### src/rtl/stack_dump.sv
// stack_dump: debug reader for the data/return stack RAM.
// On start it raises hold (ORed into the CPU wait_state), captures SP once the
// CPU is frozen, walks the stack from top-of-stack downward through the async
// read port and streams each entry on a valid/ready link.
// Optional feature: define STACK_DUMP_ANNOTATE_EN to prefix every dump with a
// header beat carrying the captured SP (zero-extended to the data width).
//
// state  | meaning
// -------+------------------------------------------------------------------
// IDLE   | waiting for start; depth is clamped and latched on start
// FREEZE | hold asserted; SP is stable and captured at the end of this cycle
// LOAD   | rd_data copied into the output register, pointer steps down
// SEND   | beat presented on out_valid, held until out_ready
// DONE   | one-cycle completion pulse, hold already released
module stack_dump #(
    parameter int saddr_width = 8,
    parameter int width       = 16
) (
    input  logic                   clk,
    input  logic                   reset_n,
    input  logic                   start,
    input  logic                   abort,
    input  logic [saddr_width:0]   depth,
    input  logic [saddr_width-1:0] sp,
    output logic [saddr_width-1:0] rd_addr,
    input  logic [width-1:0]       rd_data,
    output logic                   hold,
    output logic                   busy,
    output logic                   out_valid,
    output logic [width-1:0]       out_data,
    output logic                   out_last,
    input  logic                   out_ready,
    output logic                   done
);

    typedef enum logic [2:0] {
        S_IDLE   = 3'd0,
        S_FREEZE = 3'd1,
        S_LOAD   = 3'd2,
        S_SEND   = 3'd3,
        S_DONE   = 3'd4
    } state_t;

    // Full stack size; any larger request is clamped to this.
    localparam logic [saddr_width:0]   MAX_DEPTH = {1'b1, {saddr_width{1'b0}}};
    localparam logic [saddr_width:0]   ONE_CNT   = {{saddr_width{1'b0}}, 1'b1};
    localparam logic [saddr_width-1:0] ONE_ADDR  = {{(saddr_width-1){1'b0}}, 1'b1};

    state_t                 r_state;
    state_t                 w_next;
    logic [saddr_width:0]   r_count;
    logic [saddr_width-1:0] r_ptr;
    logic [saddr_width-1:0] r_rd_addr;
    logic [width-1:0]       r_out_data;
    logic                   r_out_last;
    logic                   r_out_valid;
    logic                   r_hold;
    logic                   r_busy;
    logic                   r_done;

    logic [saddr_width:0]   w_depth_clamped;
    logic [saddr_width-1:0] w_ptr_dec;
    logic                   w_abort;
    logic                   w_handshake;

`ifdef STACK_DUMP_ANNOTATE_EN
    logic [width-1:0]       w_sp_ext;
`endif

    // Request sizing, pointer step and qualified control events.
    always_comb begin
        w_depth_clamped = (depth > MAX_DEPTH) ? MAX_DEPTH : depth;
        w_ptr_dec       = r_ptr - ONE_ADDR;
        w_abort         = abort && (r_state != S_IDLE);
        w_handshake     = (r_state == S_SEND) && out_ready;
    end

`ifdef STACK_DUMP_ANNOTATE_EN
    // Header payload: captured SP widened to the beat width.
    always_comb begin
        w_sp_ext = width'(sp);
    end
`endif

    // State register.
    always_ff @(posedge clk or negedge reset_n) begin
        if (!reset_n) begin
            r_state <= S_IDLE;
        end else begin
            r_state <= w_next;
        end
    end

    // Next-state logic; abort overrides everything outside IDLE.
    always_comb begin
        w_next = r_state;
        case (r_state)
            S_IDLE: begin
                if (start) begin
                    w_next = S_FREEZE;
                end
            end
            S_FREEZE: begin
`ifdef STACK_DUMP_ANNOTATE_EN
                w_next = S_SEND;
`else
                w_next = (r_count != '0) ? S_LOAD : S_DONE;
`endif
            end
            S_LOAD: begin
                w_next = S_SEND;
            end
            S_SEND: begin
                if (out_ready) begin
                    w_next = (r_count != '0) ? S_LOAD : S_DONE;
                end
            end
            S_DONE: begin
                w_next = S_IDLE;
            end
            default: begin
                w_next = S_IDLE;
            end
        endcase
        if (w_abort) begin
            w_next = S_IDLE;
        end
    end

    // Status outputs registered from the next state so they are glitch-free
    // and all drop together on abort or reset.
    always_ff @(posedge clk or negedge reset_n) begin
        if (!reset_n) begin
            r_hold      <= 1'b0;
            r_busy      <= 1'b0;
            r_out_valid <= 1'b0;
            r_done      <= 1'b0;
        end else begin
            r_hold      <= (w_next == S_FREEZE) || (w_next == S_LOAD) ||
                           (w_next == S_SEND);
            r_busy      <= (w_next != S_IDLE);
            r_out_valid <= (w_next == S_SEND);
            r_done      <= (w_next == S_DONE);
        end
    end

    // Datapath: entry count, stack pointer walk, read address and beat data.
    always_ff @(posedge clk or negedge reset_n) begin
        if (!reset_n) begin
            r_count    <= '0;
            r_ptr      <= '0;
            r_rd_addr  <= '0;
            r_out_data <= '0;
            r_out_last <= 1'b0;
        end else begin
            case (r_state)
                S_IDLE: begin
                    if (start) begin
                        r_count <= w_depth_clamped;
                    end
                end
                S_FREEZE: begin
                    // hold was high all of this cycle, so sp is frozen here.
                    r_ptr     <= sp;
                    r_rd_addr <= sp;
`ifdef STACK_DUMP_ANNOTATE_EN
                    r_out_data <= w_sp_ext;
                    r_out_last <= (r_count == '0);
`endif
                end
                S_LOAD: begin
                    r_out_data <= rd_data;
                    r_out_last <= (r_count == ONE_CNT);
                    r_count    <= r_count - ONE_CNT;
                    r_ptr      <= w_ptr_dec;
                    r_rd_addr  <= w_ptr_dec;
                end
                S_SEND: begin
                    if (w_handshake) begin
                        r_out_last <= 1'b0;
                    end
                end
                default: begin
                end
            endcase
            if (w_abort) begin
                r_out_last <= 1'b0;
            end
        end
    end

    assign rd_addr   = r_rd_addr;
    assign hold      = r_hold;
    assign busy      = r_busy;
    assign out_valid = r_out_valid;
    assign out_data  = r_out_data;
    assign out_last  = r_out_last;
    assign done      = r_done;

endmodule

### config.mk
export PLATFORM = sky130hd
export DESIGN_NAME = stack_dump
export DESIGN_NICKNAME = d
export VERILOG_FILES = /design/src/rtl/stack_dump.sv
export SDC_FILE = /design/constraint.sdc
export NUM_CORES = 1
export LEC_CHECK = 0
export ABC_AREA = 1
export ABC_CLOCK_PERIOD_IN_PS = 1500
export BUFFER_PORTS_ARGS = -buffer_cell sky130_fd_sc_hd__buf_2
export CAP_MARGIN = 20
export CORE_UTILIZATION = 46
export CTS_BUF_LIST = sky130_fd_sc_hd__clkbuf_4 sky130_fd_sc_hd__clkbuf_8
export DETAILED_ROUTE_END_ITERATION = 6
export HOLD_SLACK_MARGIN = 0.08
export PLACE_DENSITY = 0.73
export SLEW_MARGIN = 20
export SYNTH_ARGS = -nofsm -noshare
export SYNTH_HDL_FRONTEND = slang
export SYNTH_SLANG_ARGS = --single-unit
### constraint.sdc
create_clock -name clk -period 1.5 [get_ports clk]
set_clock_uncertainty 0.1 [all_clocks]
set_input_delay 0 -clock clk [delete_from_list [all_inputs] [get_ports clk]]
set_output_delay 0 -clock clk [all_outputs]
set_load 0.05 [all_outputs]
==> flow_summary.yaml, run 1 <==
floorplan:
  start_util: 0.4819
  row_count: 24
  die_height_um: 70
  die_w_um: 70
  io_pins: 67
  core-area_mm2: 0.004414
  die-area_mm2: 0.004900
critical_path:
  critical_path.top_delay_family: "simple AND/OR/NAND/NOR gates"
  critical_path_buffers_and_inverters: 2
  regToRegStartpoint: "r_count[0]"
  biggest_cell_delay_along_the_critical_path_ns: 0.43
  r2r_setup_slack_ns: 0.03
  worst_r2r_path_depth: 9
  timing.critical_path.mode_cell: "sky130_fd_sc_hd__nand3_1"
  worstPathCellList: "inv_2 -> ha_1 -> inv_1 -> nor2_1 -> nand4_1 -> nand3_1 -> nand2_1 -> nand2_2 -> nand3_1"
  r2r_end: "busy"
  worst-endpoint-arrival_ns: 1.55
  timing.critical_path.depth: 9
  critPathKind: "reg -> reg"
  critical_path.max_fanout: 4
  crit_slowest_cell: "sky130_fd_sc_hd__dfrtp_1"
  critPathLaunchType: "flip-flop"
  endpoint_kind: "flip-flop"
  crit_required_ns: 1.58
drt:
  routed_wire_length_per_instance_um: 12.26
  via_per_inst: 4.846
  drt_first_iter_violations: 129
  detailedRoute.firstPassIterationCount: 5
  routed_wl_um: 5591
  drcViolationCount: 0
  vias: 2210
  ant_nets: 0
finish:
  area.growth.synth_to_final_pct: 49.12
  final-seq-area_mm2: 0.001027
  layout.cells.most_common_list: "sky130_fd_sc_hd__nand2_1, sky130_fd_sc_hd__buf_2, sky130_fd_sc_hd__dfrtp_1"
  area_taken_by_multi_input_logic_gates_um2: 993.5
  layout_commonest_cell: "sky130_fd_sc_hd__nand2_1"
  n_antenna_cell: 0
  layout.nets: 445
  drive_above_1_share: 0.2995
  layout.filler_cells: 321
logic_synthesis:
  syn_area_per_cell_um2: 7.651
  count_of_different_cell_masters_after_synthesis: 30
  synth.cell_area_mm2: 0.002127
  yosysWarnings: 0
  post_synthesis_cell_count: 278
  ys_seq_elements: 41
  synth_fp_nets: 320
  synth_sequential_area_ratio: 0.4824
global_routing:
  grt_overflow: 0
  globalRouteTotalUtil: 0.2425
  number_of_antenna_violations_at_the_first_check_in_global_routing: 0
  grt_pass1_wl_um: 9508
  grt_max_degree: 29
  grt_pass1_vias: 2204
power:
  clock_power_share: 0.123
  post-layout-total-power_mw: 7.412
  net-switching-power_mw: 3.851
  pwr_density_cell_mw_per_mm2: 2337
  power_switching_share: 0.5195
  seq_power_share: 0.270
  reported_leakage_power_nw: 1.702
  power.internal_mw: 3.561
  logic_gate_share_of_total_power: 0.607
  vdd_drop_max_uv: 1474
place:
  io_buffer_count: 66
  dpl_worst_slack_ns: 0.01694
  dp.final_hpwl_um: 3697
  gpl.final_weighted_congestion: 0.8697
cts:
  cts_htree_levels: 2
  clock_latency_ns: 0.30
  cts.sink_count: 41
  cts_buffers: 5
  cts_tree: "yes"
  clock_tree.root_cell: "sky130_fd_sc_hd__clkbuf_8"
  clk_pin_slew_worst_paths_ns: 0.09
  clock_path_buffers: 2
timing:
  setup_repair_after_global_routing_missed_its_margin: "true"
  fin_hold_ws_ns: 0.1452
  final.period_utilization: 0.9774
  tightest_slew_ns: 0.6329
  slew_viol_final: 0
  final_setup_viols: 0
  post_layout_min_period_ns: 1.466
  worst_slew_margin_relative_to_its_limit: 0.5780
  fin_ws_ns: 0.03393
  max_clock_freq_mhz: 682.1
  final_hold_viol_count: 0
min_path:
  min_path_type: "in -> async"
run:
  drv_cap: 0
outcome:
  status: "complete, no violations"
## worst reg2reg max path: stages, from the launching register on
cell                      delay [ns]
sky130_fd_sc_hd__dfrtp_1        0.43
sky130_fd_sc_hd__inv_2          0.09
sky130_fd_sc_hd__ha_1           0.14
sky130_fd_sc_hd__inv_1          0.03
sky130_fd_sc_hd__nor2_1         0.09
sky130_fd_sc_hd__nand4_1        0.14
sky130_fd_sc_hd__nand3_1        0.11
sky130_fd_sc_hd__nand2_1        0.06
sky130_fd_sc_hd__nand2_2        0.09
sky130_fd_sc_hd__nand3_1        0.07
## cells in the mapped netlist, drive strengths merged
| cell | instances | share of area |
|---|---|---|
| nand2 | 107 | 0.19 |
| dfrtp | 41 | 0.48 |
| nor2 | 30 | 0.058 |
| inv | 25 | 0.045 |
| nand3 | 24 | 0.059 |
| o21ai | 16 | 0.041 |
| buf | 7 | 0.023 |
| nand4 | 5 | 0.015 |
| a21oi | 4 | 0.0094 |
| ha | 4 | 0.024 |
| xor2 | 4 | 0.016 |
| o22ai | 3 | 0.0088 |
| nor3 | 2 | 0.0047 |
| and2 | 1 | 0.0029 |
| nand3b | 1 | 0.0035 |
| nor3b | 1 | 0.0035 |
| o211ai | 1 | 0.0035 |
| o21a | 1 | 0.0035 |
| o21bai | 1 | 0.0035 |
## routing by layer
metal  vias up  GRT usage  share of wire
met5         -          0              0
met4         0    0.07333          0.017
met3        11    0.04618          0.045
met2        74     0.4113           0.48
met1       998     0.3149           0.45
li1       1127          -              -
## logic make-up (layout without fill, tap and decap cells)
kind of cell	count (synthesis)	in the layout	synth area share
flip-flops	41	41	0.4824
AO/OA/AOI/OAI	26	26	0.07000
adder cells (fa/ha/maj)	4	4	0.02353
buffers and inverters	32	158	0.06823
AND/OR/NAND/NOR	171	171	0.3394
XOR/XNOR	4	4	0.01647
## per-stage QoR
| step | cell area, µm² | std cells | setup TNS [ns] | util |
|---|---|---|---|---|
| finish | 3172 | 456 | 0 | 0.7185 |
| global route | 3172 | 456 | -0.1423 | 0.7185 |
| CTS | 3084 | 450 | 0 | 0.6987 |
| detailed placement | 2594 | 405 | 0 | 0.5876 |
| global placement | 2594 | 405 | 0 | 0.5876 |
| floorplan | 2127 | 278 | 0 | - |
## worst max-delay path by stage
| stage | slack, ns | to | startpoint |
|---|---|---|---|
| after global placement | 0.04 | r_count[4] | r_state[2] |
| final | 0.03 | busy | r_count[0] |
| after CTS | 0.003 | busy | r_count[0] |
| after global routing | -0.04 | busy | r_count[0] |
| after detailed placement | 0.02 | busy | r_count[0] |
| after floorplan | 0.02 | rd_addr[4] | rd_addr[0] |
## flip-flops by register name, indices dropped and copies added, names as in the netlist
register,flops
r_state,3
rd_addr,8
hold,1
out_last,1
r_count,9
out_valid,1
out_data,16
busy,1
done,1
## power by group through the flow
| stage | Combinational (mW) | Clock [mW] | Sequential, mW |
|---|---|---|---|
| after floorplan | 1.89 | 0 | 3.21 |
| after global placement | 4.08 | 0 | 1.98 |
| after detailed placement | 4.16 | 0 | 1.97 |
| after CTS | 4.24 | 0.926 | 1.97 |
| after global routing | 4.93 | 0.973 | 2.06 |
| final | 4.50 | 0.913 | 2.00 |
## layout make-up
cell class	instances	area share
Clock inverter	3	0.01460
Multi-Input combinational cell	205	0.3132
Tap cell	52	0.02051
Sequential cell	41	0.3239
Timing Repair Buffer	125	0.2742
Inverter	25	0.03195
Clock buffer	5	0.02170
## timing repair
item                                   4_1_cts  5_1_grt
hold buffers                                37        0
setup endpoints to repair                    1       17
gates resized for setup                      1       16
endpoints found under the hold margin       67        0
pin swaps                                    0        4
buffers inserted                             0        6
Note: power is estimated with default switching activity, not from simulation.
==> run 2: changes to the inputs <==
MAX_ROUTING_LAYER = met4   (was default)
==> flow_summary.yaml, run 2 (synthesis results as in run 1) <==
cts:
  clock_latency_ns: 0.28
  cts_tree: "yes"
  cts_htree_levels: 2
  clock_tree.root_cell: "sky130_fd_sc_hd__clkbuf_8"
  cts.sink_count: 41
  clock_path_buffers: 2
  clk_pin_slew_worst_paths_ns: 0.08
  cts_buffers: 5
critical_path:
  regToRegStartpoint: "r_state[2]"
  crit_required_ns: 1.56
  worst-endpoint-arrival_ns: 1.52
  critical_path.max_fanout: 12
  critical_path.top_delay_family: "simple AND/OR/NAND/NOR gates"
  critPathKind: "reg -> reg"
  r2r_end: "rd_addr[3]"
  crit_slowest_cell: "sky130_fd_sc_hd__dfrtp_2"
  critPathLaunchType: "flip-flop"
  worst_r2r_path_depth: 5
  worstPathCellList: "nor2_4 -> nand2_4 -> buf_4 -> nor3b_2 -> o22ai_1"
  r2r_setup_slack_ns: 0.05
  biggest_cell_delay_along_the_critical_path_ns: 0.46
  critical_path_buffers_and_inverters: 1
  endpoint_kind: "flip-flop"
power:
  clock_power_share: 0.103
  reported_leakage_power_nw: 1.659
  power.internal_mw: 3.295
  power_switching_share: 0.5337
  seq_power_share: 0.282
  vdd_drop_max_uv: 1458
  net-switching-power_mw: 3.772
  post-layout-total-power_mw: 7.067
  logic_gate_share_of_total_power: 0.616
  pwr_density_cell_mw_per_mm2: 2282
global_routing:
  grt_max_degree: 29
  grt_pass1_wl_um: 9535
  number_of_antenna_violations_at_the_first_check_in_global_routing: 0
  globalRouteTotalUtil: 0.2512
  grt_overflow: 0
  grt_pass1_vias: 2128
drt:
  drcViolationCount: 0
  vias: 2196
  drt_first_iter_violations: 94
  routed_wl_um: 5560
  detailedRoute.firstPassIterationCount: 4
  routed_wire_length_per_instance_um: 12.41
  via_per_inst: 4.902
  ant_nets: 0
finish:
  layout.cells.most_common_list: "sky130_fd_sc_hd__nand2_1, sky130_fd_sc_hd__buf_2, sky130_fd_sc_hd__dfrtp_1"
  fin_area_mm2: 0.003097
  layout.nets: 438
  layout.filler_cells: 330
  area.growth.synth_to_final_pct: 45.59
  instances_no_fill: 448
  post-route-util: 0.7015
  drive_above_1_share: 0.2879
  largest_register_ffs: 16
  n_antenna_cell: 0
  layout_commonest_cell: "sky130_fd_sc_hd__nand2_1"
timing:
  tightest_slew_ns: 0.6108
  worst_slew_margin_relative_to_its_limit: 0.5928
  post_layout_min_period_ns: 1.454
  final_hold_viol_count: 0
  final.period_utilization: 0.9694
  final_setup_viols: 0
  setup_repair_after_global_routing_missed_its_margin: "true"
  fin_hold_ws_ns: 0.1593
  max_clock_freq_mhz: 687.7
  slew_viol_final: 0
floorplan:
  io_pins: 67
  row_count: 24
  start_util: 0.4819
  core-area_mm2: 0.004414
  die_height_um: 70
  die-area_mm2: 0.004900
  die_w_um: 70
outcome:
  status: "complete, no violations"
place:
  gpl.final_weighted_congestion: 0.8787
  detailed_place.area_mm2: 0.002571
  dpl.cell_count: 402
  io_buffer_count: 66
  dp.final_hpwl_um: 3658
min_path:
  min_path_type: "in -> async"
run:
  drv_cap: 0
## run 2: stage by stage
step / TNS [ns] / setup slack (ns)
after floorplan: 0 / 0.01503
after global placement: 0 / 0.05574
after detailed placement: 0 / 0.01763
after CTS: 0 / 0.0002565
after global routing: -0.3696 / -0.05521
final: 0 / 0.04584
## run 2: cell type report
| cell class | count | area [µm²] | area share |
|---|---|---|---|
| well taps | 52 | 65.06 | 0.02101 |
| multi-input cells | 205 | 998.5 | 0.3224 |
| repair buffers | 118 | 817.0 | 0.2638 |
| clock buffers | 6 | 82.58 | 0.02667 |
| flip-flops and latches | 41 | 1027 | 0.3317 |
| clock inverters | 1 | 7.507 | 0.002424 |
| inverters | 25 | 98.84 | 0.03192 |
## run 2: power groups by stage
stage	registers [mW]	clock network [mW]	logic (mW)
after floorplan	3.21	0	1.89
after global placement	1.98	0	4.02
after detailed placement	1.97	0	4.11
after CTS	1.97	0.742	4.19
after global routing	2.05	0.790	4.77
final	1.99	0.726	4.35
## run 2: repair_timing
| action | in CTS | in global routing |
|---|---|---|
| endpoints found under the setup margin | 0 | 31 |
| hold buffers | 37 | 0 |
| setup buffers | 0 | 2 |
| resized for setup | 0 | 17 |
| endpoints found under the hold margin | 72 | 0 |
## run 2: how the worst max path moves through the flow
| stage | start | end | slack [ns] | cells after the start |
|---|---|---|---|---|
| 3_3_place_gp | r_state[2] | r_count[4] | 0.06 | 6 |
| 6_report | r_state[2] | rd_addr[3] | 0.05 | 5 |
| 2_1_floorplan | rd_addr[0] | rd_addr[4] | 0.02 | 6 |
| 5_1_grt | r_count[0] | busy | -0.06 | 9 |
| 4_1_cts | r_count[0] | busy | 0.0003 | 9 |
| 3_5_place_dp | r_count[0] | busy | 0.02 | 9 |
## run 2: per-layer routing
metal	up-vias	GRT usage	part of all wire
met5	-	-	0
met4	0	0.06667	0.011
met3	6	0.04473	0.040
met2	60	0.4156	0.50
met1	1013	0.3197	0.45
li1	1117	-	-
==> run 3: changes to the inputs <==
CORE_UTILIZATION = 37   (was 46)
PLACE_DENSITY = default   (was 0.73)
==> flow_summary.yaml, run 3 (synthesis results as in run 1) <==
floorplan:
  core-area_mm2: 0.005540
  io_pins: 67
  die-area_mm2: 0.006056
  die_height_um: 77.82
  row_count: 27
  die_w_um: 77.82
  start_util: 0.3839
timing:
  max_clock_freq_mhz: 688.6
  final_hold_viol_count: 0
  final_setup_viols: 0
  final.period_utilization: 0.9682
  final.setup.tns_ns: 0
  worst_slew_margin_relative_to_its_limit: 0.7043
  setup_repair_after_global_routing_missed_its_margin: "true"
  slew_viol_final: 0
  fin_ws_ns: 0.04770
  fin_hold_ws_ns: 0.07502
  tightest_slew_ns: 0.4436
  post_layout_min_period_ns: 1.452
critical_path:
  r2r_end: "busy"
  crit_slowest_cell: "sky130_fd_sc_hd__dfrtp_1"
  critical_path_buffers_and_inverters: 2
  critPathKind: "reg -> reg"
  worst-endpoint-arrival_ns: 1.53
  worst_r2r_path_depth: 9
  biggest_cell_delay_along_the_critical_path_ns: 0.42
  critical_path.max_fanout: 4
  critical_path.top_delay_family: "simple AND/OR/NAND/NOR gates"
  endpoint_kind: "flip-flop"
  critPathLaunchType: "flip-flop"
  worstPathCellList: "inv_2 -> ha_4 -> inv_2 -> nor2_1 -> nand4_1 -> nand3_1 -> nand2_1 -> nand2_2 -> nand3_1"
  r2r_setup_slack_ns: 0.05
  regToRegStartpoint: "r_count[0]"
  crit_required_ns: 1.57
drt:
  drt_first_iter_violations: 108
  met3RoutedLength_um: 193
  vias: 2166
  via_per_inst: 4.618
  routed_wl_um: 5521
  detail_route.wirelength.met1_um: 2627
  drcViolationCount: 0
  wl_met2_um: 2653
  routed.top_layer: "met4"
  detailedRoute.firstPassIterationCount: 4
  ant_nets: 0
  routed_wire_length_per_instance_um: 11.77
power:
  post-layout-total-power_mw: 7.296
  logic_gate_share_of_total_power: 0.598
  net-switching-power_mw: 3.780
  clock_power_share: 0.129
  pwr_density_cell_mw_per_mm2: 2305
  power.internal_mw: 3.516
  vdd_drop_max_uv: 1454
  reported_leakage_power_nw: 1.675
  seq_power_share: 0.273
  power_switching_share: 0.5181
finish:
  n_antenna_cell: 0
  layout.nets: 438
  largest_register_ffs: 16
  fin_area_mm2: 0.003166
  layout_commonest_cell: "sky130_fd_sc_hd__nand2_1"
  layout.cells.most_common_list: "sky130_fd_sc_hd__nand2_1, sky130_fd_sc_hd__buf_2, sky130_fd_sc_hd__dfrtp_1"
  area.growth.synth_to_final_pct: 48.82
  drive_above_1_share: 0.2872
place:
  dp.final_hpwl_um: 3860
  dpl_worst_slack_ns: 0.02438
  gpl.final_weighted_congestion: 0.8717
  detailed_place.area_mm2: 0.002621
  io_buffer_count: 66
global_routing:
  grt_overflow: 0
  number_of_antenna_violations_at_the_first_check_in_global_routing: 0
  grt_pass1_wl_um: 9094
  grt_pass1_vias: 2044
  grt_max_degree: 26
  globalRouteTotalUtil: 0.1985
cts:
  cts_tree: "yes"
  cts_htree_levels: 2
  cts_buffers: 5
  clk_pin_slew_worst_paths_ns: 0.09
  clock_path_buffers: 2
  clock_latency_ns: 0.30
  clock_tree.root_cell: "sky130_fd_sc_hd__clkbuf_8"
  cts.sink_count: 41
outcome:
  status: "complete, no violations"
min_path:
  min_path_type: "in -> async"
run:
  drv_cap: 0
[run 3: cell types whose count changed in the layout (fill, tap and decap cells not counted), sizes merged]
cell | previous run | this run
bufinv | 0 | 1
[run 3: worst max-delay path by stage]
stage,start,to,slack (ns),cells after the start
after floorplan,rd_addr[0],rd_addr[4],0.02,6
after global placement,r_state[2],r_count[4],0.03,6
after detailed placement,r_count[0],busy,0.02,9
after CTS,r_count[0],busy,0.02,9
after global routing,r_count[0],busy,-0.10,9
final,r_count[0],busy,0.05,9
[run 3: final cells by class]
type	instances	area, µm²
sequential	41	1027
inverter	25	96.34
fill	526	2375
tap	72	90.09
multi-input combinational	205	993.5
timing repair buffer	118	838.3
clock buffer	6	82.58
clock inverter	2	37.54
[run 3: power by group through the flow]
stage / combinational [mW] / clock [mW] / sequential (mW)
final: 4.36 / 0.942 / 1.99
after global routing: 4.80 / 1.02 / 2.05
after CTS: 4.24 / 0.975 / 1.97
after detailed placement: 4.17 / 0 / 1.97
after global placement: 4.13 / 0 / 1.98
after floorplan: 1.89 / 0 / 3.21
[run 3: layer usage]
| layer | track usage | vias up |
|---|---|---|
| li1 | - | 1111 |
| met1 | 0.2521 | 994 |
| met2 | 0.3239 | 56 |
| met3 | 0.03765 | 5 |
| met4 | 0.05472 | 0 |
| met5 | - | - |
[run 3: repair_timing]
| item | in CTS | in global routing |
|---|---|---|
| hold endpoints to repair | 82 | 0 |
| setup endpoints to repair | 0 | 19 |
| setup buffers | 0 | 2 |
| hold buffers | 37 | 0 |
| resized for setup | 0 | 14 |
[run 3: metrics by stage]
| step | cells | utilization |
|---|---|---|
| after global placement | 422 | 0.4731 |
| after CTS | 467 | 0.5617 |
| after global routing | 469 | 0.5714 |
| after detailed placement | 422 | 0.4731 |
| final | 469 | 0.5714 |
| after floorplan | 278 | - |
